===== src/rtl/scan_test_ctrl_if.sv =====
// Host-side bundle for scan_test_ctrl: test request, pattern, status and results.
// The master drives a test request; the slave (the controller) returns the results.
interface scan_test_ctrl_if #(
  parameter int unsigned CHAIN_LEN = 8,
  parameter int unsigned IDX_W     = 4
);
  logic                 start;
  logic [CHAIN_LEN-1:0] pattern;
  logic                 busy;
  logic                 done;
  logic                 pass;
  logic [CHAIN_LEN-1:0] resp;
  logic [IDX_W-1:0]     mismatch_cnt;
  logic [IDX_W-1:0]     first_fail;
  logic [IDX_W-1:0]     last_fail;

  modport master (
    output start, pattern,
    input  busy, done, pass, resp, mismatch_cnt, first_fail, last_fail
  );

  modport slave (
    input  start, pattern,
    output busy, done, pass, resp, mismatch_cnt, first_fail, last_fail
  );
endinterface


===== src/rtl/scan_test_ctrl.sv =====
// Scan test controller: shifts a pattern into a serial chain, unloads it, and reports
// mismatch count plus lowest/highest failing bit positions.
module scan_test_ctrl #(
  parameter int unsigned CHAIN_LEN = 8,
  parameter int unsigned IDX_W     = 4
) (
  input  logic             clk,
  input  logic             reset_n,
  scan_test_ctrl_if.slave  io_ctrl,
  output logic             o_test_mode,
  output logic             o_scan_in,
  input  logic             i_scan_out
);

  localparam int unsigned CntW = (CHAIN_LEN > 1) ? $clog2(CHAIN_LEN) : 1;
  localparam logic [CntW-1:0] CntLast = CntW'(CHAIN_LEN - 1);

  typedef enum logic [1:0] {StIdle, StLoad, StUnload, StDone} state_e;

  state_e               r_state;
  state_e               w_state_next;
  logic [CntW-1:0]      r_cnt;
  logic [CHAIN_LEN-1:0] r_pat;
  logic [CHAIN_LEN-1:0] r_resp;
  logic [IDX_W-1:0]     r_mcnt;
  logic [IDX_W-1:0]     r_first;
  logic [IDX_W-1:0]     r_last;
  logic                 r_pass;
  logic                 r_test_mode;
  logic                 r_scan_in;

  logic                 w_accept;
  logic                 w_cnt_last;
  logic                 w_mismatch;
  logic [CntW-1:0]      w_cnt_inc;

  always_comb begin
    w_accept     = (r_state == StIdle) && io_ctrl.start;
    w_cnt_last   = (r_cnt == CntLast);
    w_cnt_inc    = r_cnt + CntW'(1);
    w_mismatch   = i_scan_out ^ r_pat[r_cnt];
    w_state_next = r_state;
    unique case (r_state)
      StIdle:   if (io_ctrl.start) w_state_next = StLoad;
      StLoad:   if (w_cnt_last) w_state_next = StUnload;
      StUnload: if (w_cnt_last) w_state_next = StDone;
      StDone:   w_state_next = StIdle;
      default:  w_state_next = StIdle;
    endcase
  end

  always_ff @(posedge clk or negedge reset_n) begin
    if (!reset_n) begin
      r_state <= StIdle;
    end else begin
      r_state <= w_state_next;
    end
  end

  always_ff @(posedge clk or negedge reset_n) begin
    if (!reset_n) begin
      r_cnt       <= '0;
      r_pat       <= '0;
      r_resp      <= '0;
      r_mcnt      <= '0;
      r_first     <= '0;
      r_last      <= '0;
      r_pass      <= 1'b0;
      r_test_mode <= 1'b0;
      r_scan_in   <= 1'b0;
    end else begin
      if (w_accept) begin
        r_pat       <= io_ctrl.pattern;
        r_cnt       <= '0;
        r_test_mode <= 1'b1;
        r_scan_in   <= io_ctrl.pattern[0];
        r_resp      <= '0;
        r_mcnt      <= '0;
        r_first     <= '0;
        r_last      <= '0;
        r_pass      <= 1'b0;
      end else if (r_state == StLoad) begin
        // Counter wraps to 0 on the last load shift so unload indexes from bit 0.
        r_cnt     <= w_cnt_last ? '0 : w_cnt_inc;
        r_scan_in <= w_cnt_last ? 1'b0 : r_pat[w_cnt_inc];
      end else if (r_state == StUnload) begin
        r_cnt         <= w_cnt_last ? '0 : w_cnt_inc;
        r_resp[r_cnt] <= i_scan_out;
        if (w_mismatch) begin
          r_mcnt <= r_mcnt + IDX_W'(1);
          r_last <= IDX_W'(r_cnt);
          if (r_mcnt == '0) r_first <= IDX_W'(r_cnt);
        end
        if (w_cnt_last) begin
          r_test_mode <= 1'b0;
          r_pass      <= (r_mcnt == '0) && !w_mismatch;
        end
      end
    end
  end

  assign o_test_mode          = r_test_mode;
  assign o_scan_in            = r_scan_in;
  assign io_ctrl.busy         = (r_state != StIdle);
  assign io_ctrl.done         = (r_state == StDone);
  assign io_ctrl.pass         = r_pass;
  assign io_ctrl.resp         = r_resp;
  assign io_ctrl.mismatch_cnt = r_mcnt;
  assign io_ctrl.first_fail   = r_first;
  assign io_ctrl.last_fail    = r_last;

endmodule


===== src/flat_wrapper.sv =====
// flat-port wrapper written by rule: the top's interface ports become plain ports
module scan_test_ctrl_flat 
#(
  parameter int unsigned CHAIN_LEN = 8,
  parameter int unsigned IDX_W     = 4
)
  (clk, reset_n, o_test_mode, o_scan_in, i_scan_out, io_ctrl_start, io_ctrl_pattern, io_ctrl_busy, io_ctrl_done, io_ctrl_pass, io_ctrl_resp, io_ctrl_mismatch_cnt, io_ctrl_first_fail, io_ctrl_last_fail);
  scan_test_ctrl_if #(.CHAIN_LEN(CHAIN_LEN), .IDX_W(IDX_W)) io_ctrl_i ();
  input  logic clk;
  input  logic reset_n;
  output logic o_test_mode;
  output logic o_scan_in;
  input  logic i_scan_out;
  input wire logic [$bits(io_ctrl_i.start)-1:0] io_ctrl_start;
  input wire logic [$bits(io_ctrl_i.pattern)-1:0] io_ctrl_pattern;
  output wire logic [$bits(io_ctrl_i.busy)-1:0] io_ctrl_busy;
  output wire logic [$bits(io_ctrl_i.done)-1:0] io_ctrl_done;
  output wire logic [$bits(io_ctrl_i.pass)-1:0] io_ctrl_pass;
  output wire logic [$bits(io_ctrl_i.resp)-1:0] io_ctrl_resp;
  output wire logic [$bits(io_ctrl_i.mismatch_cnt)-1:0] io_ctrl_mismatch_cnt;
  output wire logic [$bits(io_ctrl_i.first_fail)-1:0] io_ctrl_first_fail;
  output wire logic [$bits(io_ctrl_i.last_fail)-1:0] io_ctrl_last_fail;
  assign io_ctrl_i.start = io_ctrl_start;
  assign io_ctrl_i.pattern = io_ctrl_pattern;
  assign io_ctrl_busy = io_ctrl_i.busy;
  assign io_ctrl_done = io_ctrl_i.done;
  assign io_ctrl_pass = io_ctrl_i.pass;
  assign io_ctrl_resp = io_ctrl_i.resp;
  assign io_ctrl_mismatch_cnt = io_ctrl_i.mismatch_cnt;
  assign io_ctrl_first_fail = io_ctrl_i.first_fail;
  assign io_ctrl_last_fail = io_ctrl_i.last_fail;
  scan_test_ctrl #(.CHAIN_LEN(CHAIN_LEN), .IDX_W(IDX_W)) u_core (.clk(clk), .reset_n(reset_n), .io_ctrl(io_ctrl_i), .o_test_mode(o_test_mode), .o_scan_in(o_scan_in), .i_scan_out(i_scan_out));
endmodule

===== config.mk =====
export PLATFORM = sky130hd
export DESIGN_NAME = scan_test_ctrl_flat
export DESIGN_NICKNAME = d
export VERILOG_FILES = /design/src/rtl/scan_test_ctrl_if.sv /design/src/rtl/scan_test_ctrl.sv /design/src/flat_wrapper.sv
export SDC_FILE = /design/constraint.sdc
export NUM_CORES = 1
export LEC_CHECK = 0
export CELL_PAD_IN_SITES_DETAIL_PLACEMENT = 2
export CELL_PAD_IN_SITES_GLOBAL_PLACEMENT = 2
export CORE_MARGIN = 2
export CORE_UTILIZATION = 34
export DETAILED_ROUTE_END_ITERATION = 10
export PLACE_DENSITY = 0.8
export SYNTH_ARGS = -nofsm -noshare
export SYNTH_HDL_FRONTEND = slang
export SYNTH_SLANG_ARGS = --single-unit

===== constraint.sdc =====
create_clock -name clk -period 3 [get_ports clk]
set_input_delay 0.6 -clock clk [delete_from_list [all_inputs] [get_ports clk]]
set_output_delay 0.6 -clock clk [all_outputs]
set_load 0.01 [all_outputs]

Word level (Yosys, flattened, before mapping)
Index checks and enable logic that the tools add are counted.
Word-level totals
  register bits: 36
  logic and storage cells: 84
Cells by class
  order comparisons: 3
  equal/unequal tests: 8
  muxes and demuxes: 42
  add/subtract/negate cells: 2
  bitwise operators: 1
  reduce and logical (&&, ||, !) cells: 18
Operators by type and width (number)
  4-bit 2-to-1 mux: 13
  8-bit 2-to-1 mux: 3
  1-bit 2-to-1 mux: 14
  3-bit 2-to-1 mux: 4
  2-bit nonzero test: 6
  3-bit AND reduction: 3
  8-bit bitwise mux: 1
  3-bit by 4-bit < comparator with 1-bit output, second input constant: 2
  2-bit one-hot mux with 4 select lines: 1
  1-bit binary-select mux with 3-bit select: 2
  2-bit 2-to-1 mux: 3
  2-bit by 1-bit != test with 1-bit output, second input constant: 3
  4-bit by 1-bit adder with 4-bit output, second input constant: 1
  2-bit == test, second input constant: 2
  4-bit zero test: 1
  4-bit AND reduction: 1
  3-bit by 1-bit adder with 3-bit output, second input constant: 1
  1-bit demux with 3-bit select: 1
  3-bit == test, second input constant: 1
  3-bit by 1-bit >= comparator with 1-bit output, second input constant: 1
  1-bit logical AND: 3
  3-bit nonzero test: 1
  2-bit by 1-bit == test with 1-bit output, second input constant: 1
  2-bit zero test: 1
  4 further kinds: 4

Depth between registers and ports, before layout
Gate-level depths: netlist (run 1).
  word-level depth: 9
  depth in mapped cells: 7
  depth with buffers taken out: 7

Worst setup path after synthesis (run 1)
Ideal clock, no wire load.
  path type: flip-flop to flip-flop
  start: register u_core.r_cnt[0]
  end: register u_core.r_mcnt[0], in the netlist u_core.io_ctrl.mismatch_cnt[0]
  path slack: 1.035 ns
  cell stages (with the launch flop): 7
  period minus slack after synthesis: 1.965 ns
  arrival time: 1.840 ns
  data required time: 2.875 ns
  cells stage by stage: dfrtp_1 > buf_6 > mux4_1 > mux2i_1 > xnor2_1 > o21bai_2 > mux2_2
Between the ends
  word-level cells in the longest chain between the ends: 5
RTL lines
  start, declared: RTL line scan_test_ctrl.sv:22  | logic [CntW-1:0] r_cnt;
  start signal, assigned: RTL line scan_test_ctrl.sv:84  | r_cnt <= w_cnt_last ? '0 : w_cnt_inc;
  start signal, assigned: RTL line scan_test_ctrl.sv:87  | r_cnt <= w_cnt_last ? '0 : w_cnt_inc;
  1-bit binary-select mux with 3-bit select: RTL line scan_test_ctrl.sv:41  | w_mismatch = i_scan_out ^ r_pat[r_cnt];
  1-bit 2-to-1 mux (not written as such): RTL line scan_test_ctrl.sv:41
  1-bit bitwise XOR: RTL line scan_test_ctrl.sv:41
  2-bit nonzero test (no source line)
  3-bit AND reduction (no source line)
  end signal, assigned: RTL line scan_test_ctrl.sv:90  | r_mcnt <= r_mcnt + IDX_W'(1);
  end, declared: RTL line scan_test_ctrl.sv:25  | logic [IDX_W-1:0] r_mcnt;
Every way passes these cells. The select of a mux whose other input is x is not followed.
A chain may end at the register's enable or synchronous reset.

Final worst setup path (run 1)
  start: register u_core.r_cnt[0]
  end: register u_core.r_first[0], in the netlist u_core.io_ctrl.first_fail[0]
Between the ends
  word-level cells in the longest chain between the ends: 5
  elaborated cells between the ends (all ways): 10
  classes of those cells: 7 x mux; 1 x bitwise; 2 x reduce/logical
RTL lines
  1-bit binary-select mux with 3-bit select / 4-bit 2-to-1 mux (equally long branches): RTL line scan_test_ctrl.sv:41, scan_test_ctrl.sv:92
  1-bit 2-to-1 mux (not written as such) / 4-bit 2-to-1 mux (equally long branches): RTL line scan_test_ctrl.sv:41, scan_test_ctrl.sv:89
  1-bit bitwise XOR / 4-bit 2-to-1 mux (equally long branches): RTL line scan_test_ctrl.sv:41, scan_test_ctrl.sv:86
  2-bit nonzero test (no source line) / 4-bit 2-to-1 mux (equally long branches)
  4-bit AND reduction (no source line) / 4-bit 2-to-1 mux (equally long branches)
  end signal, assigned: RTL line scan_test_ctrl.sv:92  | if (r_mcnt == '0) r_first <= IDX_W'(r_cnt);
  end, declared: RTL line scan_test_ctrl.sv:26  | logic [IDX_W-1:0] r_first;
Parallel ways exist; a longest one is shown, timed or not. The select of a mux whose other input is x is not followed.

==> results.py, run 1 <==
metrics = {
    "setup_path": {
        "crit_family": "multiplexers",
        "regToRegStartpoint": "u_core.r_cnt[0]$_DFFE_PN0P_",
        "crit_type": "flop to flop",
        "cp_slowest_cell": "dfrtp_1",
        "critPathBufInv": 0,
        "crit_fanout": 18,
        "worst_ep_required_time_ns": 3.17,
        "r2r-end": "u_core.io_ctrl.first_fail[0]$_DFFE_PN0P_",
        "rr_worst_depth": 5,
        "crit_chain": "mux4_1, mux2i_1, xnor2_1, a21boi_1, a22o_1",
        "worst_setup_path_start_kind": "flop",
        "worstPathArrival_ns": 2.67,
        "end_kind": "flop",
        "reg2reg_slack_ns": 0.49,
        "cp_slowest_stage_delay_ns": 0.70,
    },
    "place": {
        "place_congestion": 0.785,
        "placed_area_um2": 2200,
        "io_buffers": 34,
        "pre_cts_slack_ns": 0.486,
        "dpl.hpwl_um": 3850,
    },
    "floorplan": {
        "io_pins": 37,
        "coreArea_um2": 5110,
        "start_util_pct": 35.1,
        "fp-row-count": 26,
        "fp.dieH_um": 76.6,
        "die-area_um2": 5870,
        "die_w_um": 76.6,
    },
    "routing": {
        "routed_wirelength_um": 5180,
        "wl_per_cell_um": 18.5,
        "viasPerCell": 5.19,
        "drc": 0,
        "drt_iter0_drc": 65,
        "dr_total_vias": 1452,
        "drtPass1Iterations": 4,
        "drtAntennaViolNets": 0,
    },
    "sta": {
        "setup_viol": 0,
        "min_period_ns": 2.51,
        "fin_ws_ns": 0.494,
        "finalClockSkew_ns": 0.00299,
        "fin_hold_ws_ns": 0.491,
        "final_max_slew_viol_count": 0,
        "worst_pin_slew_ns": 0.741,
        "rsz0062_at_grt": "no",
        "setup_tns_ns": 0,
        "slew_headroom_pct": 50.3,
        "clock.fmax_mhz": 399,
        "finalHoldViolations": 0,
        "period_share_pct": 83.5,
    },
    "synth": {
        "seq_area_frac_synth_pct": 47.5,
        "yosys-top-cells-area": "dfrtp_1, nand2_1, ha_1",
        "ys_top_cells_by_count": "nand2_1, dfrtp_1, o21ai_0",
        "synth_largest_area_cell": "dfrtp_1",
        "async_reset_ff_share_pct": 100,
        "syn_area_per_cell_um2": 10.4,
        "synthFlopType": "dfrtp_1",
        "synth_edf_count": 0,
        "yosysMostFrequentCell": "nand2_1",
        "synth.distinct_cells": 40,
        "synth_top_area_share_pct": 47.5,
        "synth_cells": 173,
        "syn_area_um2": 1790,
        "yosysWarnings": 0,
        "synth-seq-cells": 34,
    },
    "min_path": {
        "whs_path_depth": 2,
        "worstHoldStart": "u_core.o_test_mode$_DFFE_PN0P_",
        "min_path_type": "flop to flop",
        "hold-path-endpoint": "u_core.o_test_mode$_DFFE_PN0P_",
    },
    "finish": {
        "fin_nets": 231,
        "syn2layout_area_growth_pct": 27.7,
        "drive_gt1_share_pct": 8.10,
        "diodes": 0,
        "stdcell_area_um2": 2290,
    },
    "global_route": {
        "grt_pass1_vias": 1638,
        "grt_max_degree": 35,
        "grtUsageTotal_pct": 18.8,
        "overflow": 0,
        "grt_pass1_wl_um": 8670,
        "antenna_found_initial": 0,
    },
    "power_and_ir_drop": {
        "power.density_nw_per_um2": 1120,
        "ir_drop_mv": 0.339,
        "p_leak_uw": 0.00103,
    },
    "cts": {
        "root_buffer": "clkbuf_8",
        "cts_buffers": 5,
        "clkTransAtPathRegs_ns": 0.07,
        "postCtsSetupBuffers": 0,
        "clock_latency_ns": 0.28,
        "cts_resized": 0,
        "cts.sinks": 34,
        "cts_tree": "built",
        "h-tree-depth": 2,
        "holdBufCountCts": 0,
        "clock_path_buffers": 2,
    },
    "status": {
        "outcome": "finished, final reports clean",
    },
    "flow_run": {
        "max-cap-violations": 0,
    },
}
-- tightest hold or removal path, stage by stage (launching register included) --
cell	delay, ns
dfrtp_1	0.35
nand2_1	0.05
nand2_1	0.05
-- layout by cell type (no fill, tap or decap), types with 2 or more instances in the layout --
master / count
nand2_1: 35
clkdlybuf4s50_1: 34
dfrtp_1: 34
o21ai_0: 11
ha_1: 10
nor2_1: 7
a22o_1: 7
inv_1: 6
clkbuf_8: 6
mux2i_1: 5
nand2b_1: 5
a21oi_1: 5
nor2b_1: 3
o211ai_1: 3
buf_4: 3
mux4_2: 2
mux4_1: 2
and3_1: 2
nor3_1: 2
mux2_2: 2
o22ai_1: 2
o311ai_0: 2
o31ai_1: 2
conb_1: 2
-- flip-flops by register name, summed over array words and instances (netlist names) --
signal                       count
u_core.r_pat                     8
u_core.r_state                   2
u_core.io_ctrl.last_fail         3
u_core.o_test_mode               1
u_core.io_ctrl.mismatch_cnt      4
u_core.o_scan_in                 1
u_core.r_cnt                     3
u_core.io_ctrl.resp              8
u_core.io_ctrl.pass              1
u_core.io_ctrl.first_fail        3
-- cell type report --
cell class | count | area (um2)
inverters | 6 | 22.5
repair buffers | 37 | 363
well taps | 70 | 87.6
clock buffers | 7 | 86.3
multi-input cells | 125 | 873
flip-flops and latches | 34 | 851
clock inverters | 1 | 5.00
fillers | 546 | 2820
-- report_power, final --
part / internal [uW] / switching [uW]
clock: 185 / 161
sequential: 664 / 230
combinational: 678 / 646
total: 1530 / 1040
-- per-layer routing --
layer | routed length (um) | track usage [%] | part of all wire (%)
met5 | 0 | 0 | 0
met4 | 44 | 3.82 | 0.85
met3 | 144 | 3.32 | 2.8
met2 | 2930 | 37.1 | 56
met1 | 2070 | 20.9 | 40
-- worst max path at each step --
stage	start	end	slack (ns)	cells past startpoint
after floorplan	u_core.r_cnt[0]$_DFFE_PN0P_	u_core.io_ctrl.mismatch_cnt[0]$_DFFE_PN0P_	1.04	6
after global placement	io_ctrl_start	u_core.io_ctrl.first_fail[0]$_DFFE_PN0P_	0.61	6
after detailed placement	io_ctrl_start	u_core.io_ctrl.first_fail[0]$_DFFE_PN0P_	0.49	6
after CTS	u_core.r_cnt[0]$_DFFE_PN0P_	u_core.io_ctrl.mismatch_cnt[0]$_DFFE_PN0P_	0.50	5
after global routing	u_core.r_cnt[0]$_DFFE_PN0P_	u_core.io_ctrl.mismatch_cnt[0]$_DFFE_PN0P_	0.33	5
final	u_core.r_cnt[0]$_DFFE_PN0P_	u_core.io_ctrl.first_fail[0]$_DFFE_PN0P_	0.49	5
-- logic make-up (layout without fill, tap and decap cells) --
group           after synthesis  count (layout)  share of synthesized area [%]
simple gates                 63              63                           16.9
compound gates               38              38                           14.5
flops                        34              34                           47.5
buf+inv                      15              51                           3.98
mux                          11              11                           9.50
fa+ha+maj                    10              10                           6.98
other cells                   1               2                          0.209
xor+xnor                      1               1                          0.489
-- through the flow --
step	power (uW)	instances	utilization, %
finish	2570	280	44.8
global route	2780	280	44.8
CTS	2620	280	44.8
detailed placement	2250	272	43.0
global placement	2120	272	43.0
floorplan	1670	174	-
No activity file was read; power rests on OpenSTA's default activity.
==> run 2, diff against run 1 <==
- CORE_UTILIZATION: 34 -> 29
- PLACE_DENSITY: 0.8 -> 0.73
- clock period: 3 -> 2 ns (I/O delays scaled with it)
==> run 2 against run 1 <==
Compared with the run above: the run now ends with setup timing left; critical path depth increased by 1; routed wire length is 8.6% higher; first-iteration DRC count decreased by 3.1%; global-route usage fell by 1.1 points; clock power rose by 89%.
==> results.py, run 2 (synthesis gave the netlist of run 1 again) <==
metrics = {
    "finish": {
        "syn2layout_area_growth_pct": 42.5,
        "drive_gt1_share_pct": 19.8,
        "num-fill-cells": 661,
        "seq_area_um2": 852,
        "layout.cells.non_filler": 307,
        "multi_input_area_um2": 921,
        "final_common_cell": "nand2_1",
        "diodes": 0,
        "mostFrequentLayoutCells": "nand2_1, clkdlybuf4s50_1, dfrtp_1",
        "fin_nets": 254,
        "stdcell_area_um2": 2550,
    },
    "setup_path": {
        "worst_setup_path_start_kind": "flop",
        "r2r-end": "u_core.io_ctrl.mismatch_cnt[2]$_DFFE_PN0P_",
        "crit_type": "flop to flop",
        "regToRegStartpoint": "u_core.r_cnt[0]$_DFFE_PN0P_",
        "crit_family": "multiplexers",
        "crit_fanout": 7,
        "cp_slowest_cell": "mux4_2",
        "rr_worst_depth": 6,
        "cp_slowest_stage_delay_ns": 0.53,
        "worst_ep_required_time_ns": 2.17,
        "crit_chain": "buf_6, mux4_2, mux2i_4, xnor2_4, a31oi_1, a211o_1",
        "worstPathArrival_ns": 2.20,
        "end_kind": "flop",
        "critPathBufInv": 1,
        "reg2reg_slack_ns": -0.03,
    },
    "routing": {
        "drt_iter0_drc": 63,
        "dr_total_vias": 1543,
        "routed_wirelength_um": 5620,
        "drtPass1Iterations": 4,
        "wl_per_cell_um": 18.3,
        "drtAntennaViolNets": 0,
        "viasPerCell": 5.03,
        "drc": 0,
    },
    "place": {
        "place_congestion": 0.803,
        "dpl.hpwl_um": 4060,
        "io_buffers": 34,
        "dp.cells": 296,
        "placed_area_um2": 2350,
    },
    "power_and_ir_drop": {
        "p_leak_uw": 0.00116,
        "power.density_nw_per_um2": 1770,
        "ir_drop_mv": 0.548,
    },
    "cts": {
        "cts.sinks": 34,
        "clock_latency_ns": 0.28,
        "clock_path_buffers": 2,
        "h-tree-depth": 2,
        "root_buffer": "clkbuf_8",
        "cts_buffers": 5,
        "holdBufCountCts": 0,
        "clkTransAtPathRegs_ns": 0.07,
        "cts_tree": "built",
    },
    "sta": {
        "final_max_slew_viol_count": 0,
        "min_period_ns": 2.03,
        "fin_hold_ws_ns": 0.489,
        "period_share_pct": 101,
        "rsz0062_at_grt": "yes",
        "fin_ws_ns": -0.0279,
        "setup_viol": 6,
        "finalClockSkew_ns": 0.00748,
        "clock.fmax_mhz": 493,
        "setup_tns_ns": -0.100,
        "finalHoldViolations": 0,
    },
    "min_path": {
        "min_path_type": "flop to flop",
        "whs_path_depth": 2,
        "hold-path-endpoint": "u_core.o_test_mode$_DFFE_PN0P_",
        "worstHoldStart": "u_core.o_test_mode$_DFFE_PN0P_",
    },
    "global_route": {
        "grt_max_degree": 35,
        "grt_pass1_wl_um": 9000,
        "antenna_found_initial": 0,
        "grtUsageTotal_pct": 17.7,
        "grt_pass1_vias": 1775,
        "overflow": 0,
    },
    "status": {
        "outcome": "finished with violations",
        "violations": "setup timing",
    },
    "floorplan": {
        "die_w_um": 82.6,
        "start_util_pct": 30.1,
        "fp.dieH_um": 82.6,
        "fp-row-count": 28,
        "io_pins": 37,
        "die-area_um2": 6820,
        "coreArea_um2": 5960,
    },
    "flow_run": {
        "max-cap-violations": 0,
    },
}
run 2: routing by layer:
layer / vias to the layer above / track usage (%) / wire [um]
met5: - / 0 / 0
met4: 0 / 4.10 / 48
met3: 6 / 3.59 / 191
met2: 33 / 33.1 / 3060
met1: 784 / 20.6 / 2320
li1: 720 / - / -
run 2: worst max-delay path by stage:
stage	start	to	slack (ns)	cells after the start
CTS	u_core.r_cnt[0]$_DFFE_PN0P_	u_core.o_scan_in$_DFFE_PN0P_	0.002	7
global route	u_core.r_cnt[0]$_DFFE_PN0P_	u_core.io_ctrl.mismatch_cnt[2]$_DFFE_PN0P_	-0.09	6
floorplan	u_core.r_cnt[0]$_DFFE_PN0P_	u_core.io_ctrl.mismatch_cnt[0]$_DFFE_PN0P_	0.04	6
detailed placement	u_core.r_cnt[0]$_DFFE_PN0P_	u_core.o_scan_in$_DFFE_PN0P_	-0.13	7
finish	u_core.r_cnt[0]$_DFFE_PN0P_	u_core.io_ctrl.mismatch_cnt[2]$_DFFE_PN0P_	-0.03	6
global placement	u_core.r_cnt[0]$_DFFE_PN0P_	u_core.o_scan_in$_DFFE_PN0P_	-0.06	7
run 2: tightest hold or removal path: stages, from the launching register on:
cell     delay [ns]
dfrtp_1        0.35
nand2_1        0.05
nand2_1        0.06
run 2: per-stage QoR:
stage | worst slack (ns) | power [uW] | utilization (%)
after global routing | -0.0855 | 4860 | 42.9
final | -0.0279 | 4530 | 42.9
after global placement | -0.0591 | 3420 | 39.4
after floorplan | 0.0350 | 2510 | -
after detailed placement | -0.127 | 3600 | 39.4
after CTS | 0.00196 | 4430 | 41.9
run 2: area by class of cell:
cell class | instances | area share [%]
multi-input cells | 125 | 36.1
flip-flops and latches | 34 | 33.4
repair buffers | 60 | 21.6
well taps | 75 | 3.68
clock buffers | 6 | 3.24
clock inverters | 1 | 1.18
inverters | 6 | 0.882
run 2: power by group:
part	total [uW]	internal [uW]	switching, uW
Combinational	2620	1370	1250
Clock	653	399	254
Sequential	1250	1000	249
run 2: repair_timing:
item	4_1_cts	5_1_grt
pin swaps	0	2
setup buffers	2	2
resized for setup	9	8
endpoints found under the setup margin	12	11
==> run 3, diff against run 2 <==
- CTS_CLUSTER_SIZE: default -> 10
- PLACE_DENSITY: 0.73 -> default
- PLACE_DENSITY_LB_ADDON: default -> 0.08
==> run 3 against run 2 <==
Compared with the run above: the run now ends clean; fmax is 5.8% higher; sequential power hardly changed; register-to-register slack better by 0.11 ns; sequential share of layout area is 0.15 points lower; hold slack better by 0.0096 ns; flip-flop and latch count stayed put; total power is 2.2% lower; cell count is 1.6% higher; largest cell class unchanged.
==> results.py, run 3 (synthesis gave the netlist of run 1 again) <==
metrics = {
    "status": {
        "outcome": "finished, final reports clean",
    },
    "cts": {
        "cts_tree": "built",
        "root_buffer": "clkbuf_8",
        "cts_buffers": 5,
        "clkTransAtPathRegs_ns": 0.07,
        "h-tree-depth": 2,
        "holdBufCountCts": 0,
        "clock_path_buffers": 2,
        "cts.sinks": 34,
        "clock_latency_ns": 0.29,
    },
    "sta": {
        "clock.fmax_mhz": 522,
        "rsz0062_at_grt": "yes",
        "finalClockSkew_ns": 0.00552,
        "finalHoldViolations": 0,
        "setup_tns_ns": 0,
        "min_period_ns": 1.92,
        "final_max_slew_viol_count": 0,
        "period_share_pct": 95.8,
        "setup_viol": 0,
    },
    "setup_path": {
        "reg2reg_slack_ns": 0.08,
        "worst_setup_path_start_kind": "flop",
        "rr_worst_depth": 5,
        "crit_family": "multiplexers",
        "crit_type": "flop to flop",
        "critPathBufInv": 0,
        "worst_ep_required_time_ns": 2.18,
        "cp_slowest_stage_delay_ns": 0.55,
        "end_kind": "flop",
        "crit_fanout": 8,
        "worstPathArrival_ns": 2.10,
        "cp_slowest_cell": "mux4_2",
        "crit_chain": "mux4_2, mux2i_4, xnor2_2, a31oi_1, a211o_1",
        "regToRegStartpoint": "u_core.r_cnt[0]$_DFFE_PN0P_",
        "worstSetupStartpoint": "u_core.r_cnt[0]$_DFFE_PN0P_",
        "r2r-end": "u_core.io_ctrl.mismatch_cnt[2]$_DFFE_PN0P_",
    },
    "power_and_ir_drop": {
        "clkPwrFrac_pct": 13.7,
        "power_frac_seq_pct": 28.1,
        "ir_drop_mv": 0.475,
        "power.density_nw_per_um2": 1730,
        "combPwrFrac_pct": 58.2,
        "p_int_uw": 2720,
        "swShare_pct": 38.5,
        "power.switching_uw": 1700,
        "p_leak_uw": 0.00117,
    },
    "min_path": {
        "hold-path-endpoint": "u_core.o_test_mode$_DFFE_PN0P_",
        "worstHoldStart": "u_core.o_test_mode$_DFFE_PN0P_",
        "whs_path_depth": 2,
        "min_path_type": "flop to flop",
    },
    "place": {
        "dpl.hpwl_um": 4050,
        "placed_area_um2": 2370,
        "place_congestion": 0.772,
        "io_buffers": 34,
    },
    "routing": {
        "dr_total_vias": 1554,
        "drtPass1Iterations": 4,
        "drtAntennaViolNets": 0,
        "drt_iter0_drc": 60,
        "wl_per_cell_um": 17.4,
        "viasPerCell": 4.98,
        "drc": 0,
        "routed_wirelength_um": 5430,
    },
    "global_route": {
        "grt_pass1_vias": 1725,
        "grtUsageTotal_pct": 17.7,
        "grt_max_degree": 35,
        "antenna_found_initial": 0,
        "grt_pass1_wl_um": 8790,
        "overflow": 0,
    },
    "floorplan": {
        "die_w_um": 82.6,
        "coreArea_um2": 5960,
        "start_util_pct": 30.1,
        "fp.dieH_um": 82.6,
        "fp-row-count": 28,
        "die-area_um2": 6820,
        "io_pins": 37,
    },
    "finish": {
        "drive_gt1_share_pct": 24.1,
        "fin_nets": 258,
        "syn2layout_area_growth_pct": 43.1,
        "final_common_cell": "nand2_1",
        "seq_area_um2": 852,
        "diodes": 0,
        "multi_input_area_um2": 917,
        "fin_util_pct": 43.0,
        "num-fill-cells": 651,
        "mostFrequentLayoutCells": "nand2_1, clkdlybuf4s50_1, dfrtp_1",
        "stdcell_area_um2": 2560,
    },
    "flow_run": {
        "max-cap-violations": 0,
    },
}
## run 3: worst max path at each step
| stage | endpoint | slack, ns | cells past startpoint |
|---|---|---|---|
| final | u_core.io_ctrl.mismatch_cnt[2]$_DFFE_PN0P_ | 0.08 | 5 |
| after global routing | u_core.io_ctrl.resp[0]$_DFFE_PN0P_ | -0.04 | 7 |
| after CTS | u_core.io_ctrl.mismatch_cnt[3]$_DFFE_PN0P_ | -0.008 | 6 |
| after detailed placement | u_core.o_scan_in$_DFFE_PN0P_ | -0.12 | 7 |
| after global placement | u_core.o_scan_in$_DFFE_PN0P_ | -0.06 | 7 |
| after floorplan | u_core.io_ctrl.mismatch_cnt[0]$_DFFE_PN0P_ | 0.04 | 6 |
## run 3: worst min-delay path: cells and delay by family, from the launching register on
family / cells / cell delay, ns
flip-flops: 1 / 0.35
AND/OR/NAND/NOR: 2 / 0.12
## run 3: timing repair
action | CTS | global route
setup endpoints to repair | 12 | 15
resized for setup | 6 | 11
buffers inserted | 2 | 3
pin swaps | 0 | 3
## run 3: cell type report
cell class                      count  area share (%)
Sequential cell                    34            33.2
Tap cell                           75            3.66
Timing Repair Buffer               64            22.2
Inverter                            6           0.878
Clock buffer                        8            4.29
Multi-Input combinational cell    125            35.8
## run 3: through the flow
step	hold WS (ns)	power (uW)	worst slack [ns]	instances
2_1_floorplan	0.104	2510	0.0350	174
3_3_place_gp	0.465	3500	-0.0607	299
3_5_place_dp	0.495	3640	-0.120	299
4_1_cts	0.512	4370	-0.00825	309
5_1_grt	0.534	4800	-0.0402	312
6_report	0.499	4430	0.0830	312
## run 3: power groups by stage
stage	combinational, uW	clock (uW)	sequential [uW]
final	2570	608	1240
after detailed placement	2380	0	1260
after CTS	2500	631	1240
after global placement	2270	0	1230
after global routing	2860	646	1300
after floorplan	1240	0	1280
## run 3: metal layers
layer	up-vias	track usage [%]	wire [um]
met4	0	6.39	78
li1	732	-	-
met5	-	0	0
met2	29	33.5	2950
met1	785	19.4	2250
met3	8	3.48	147
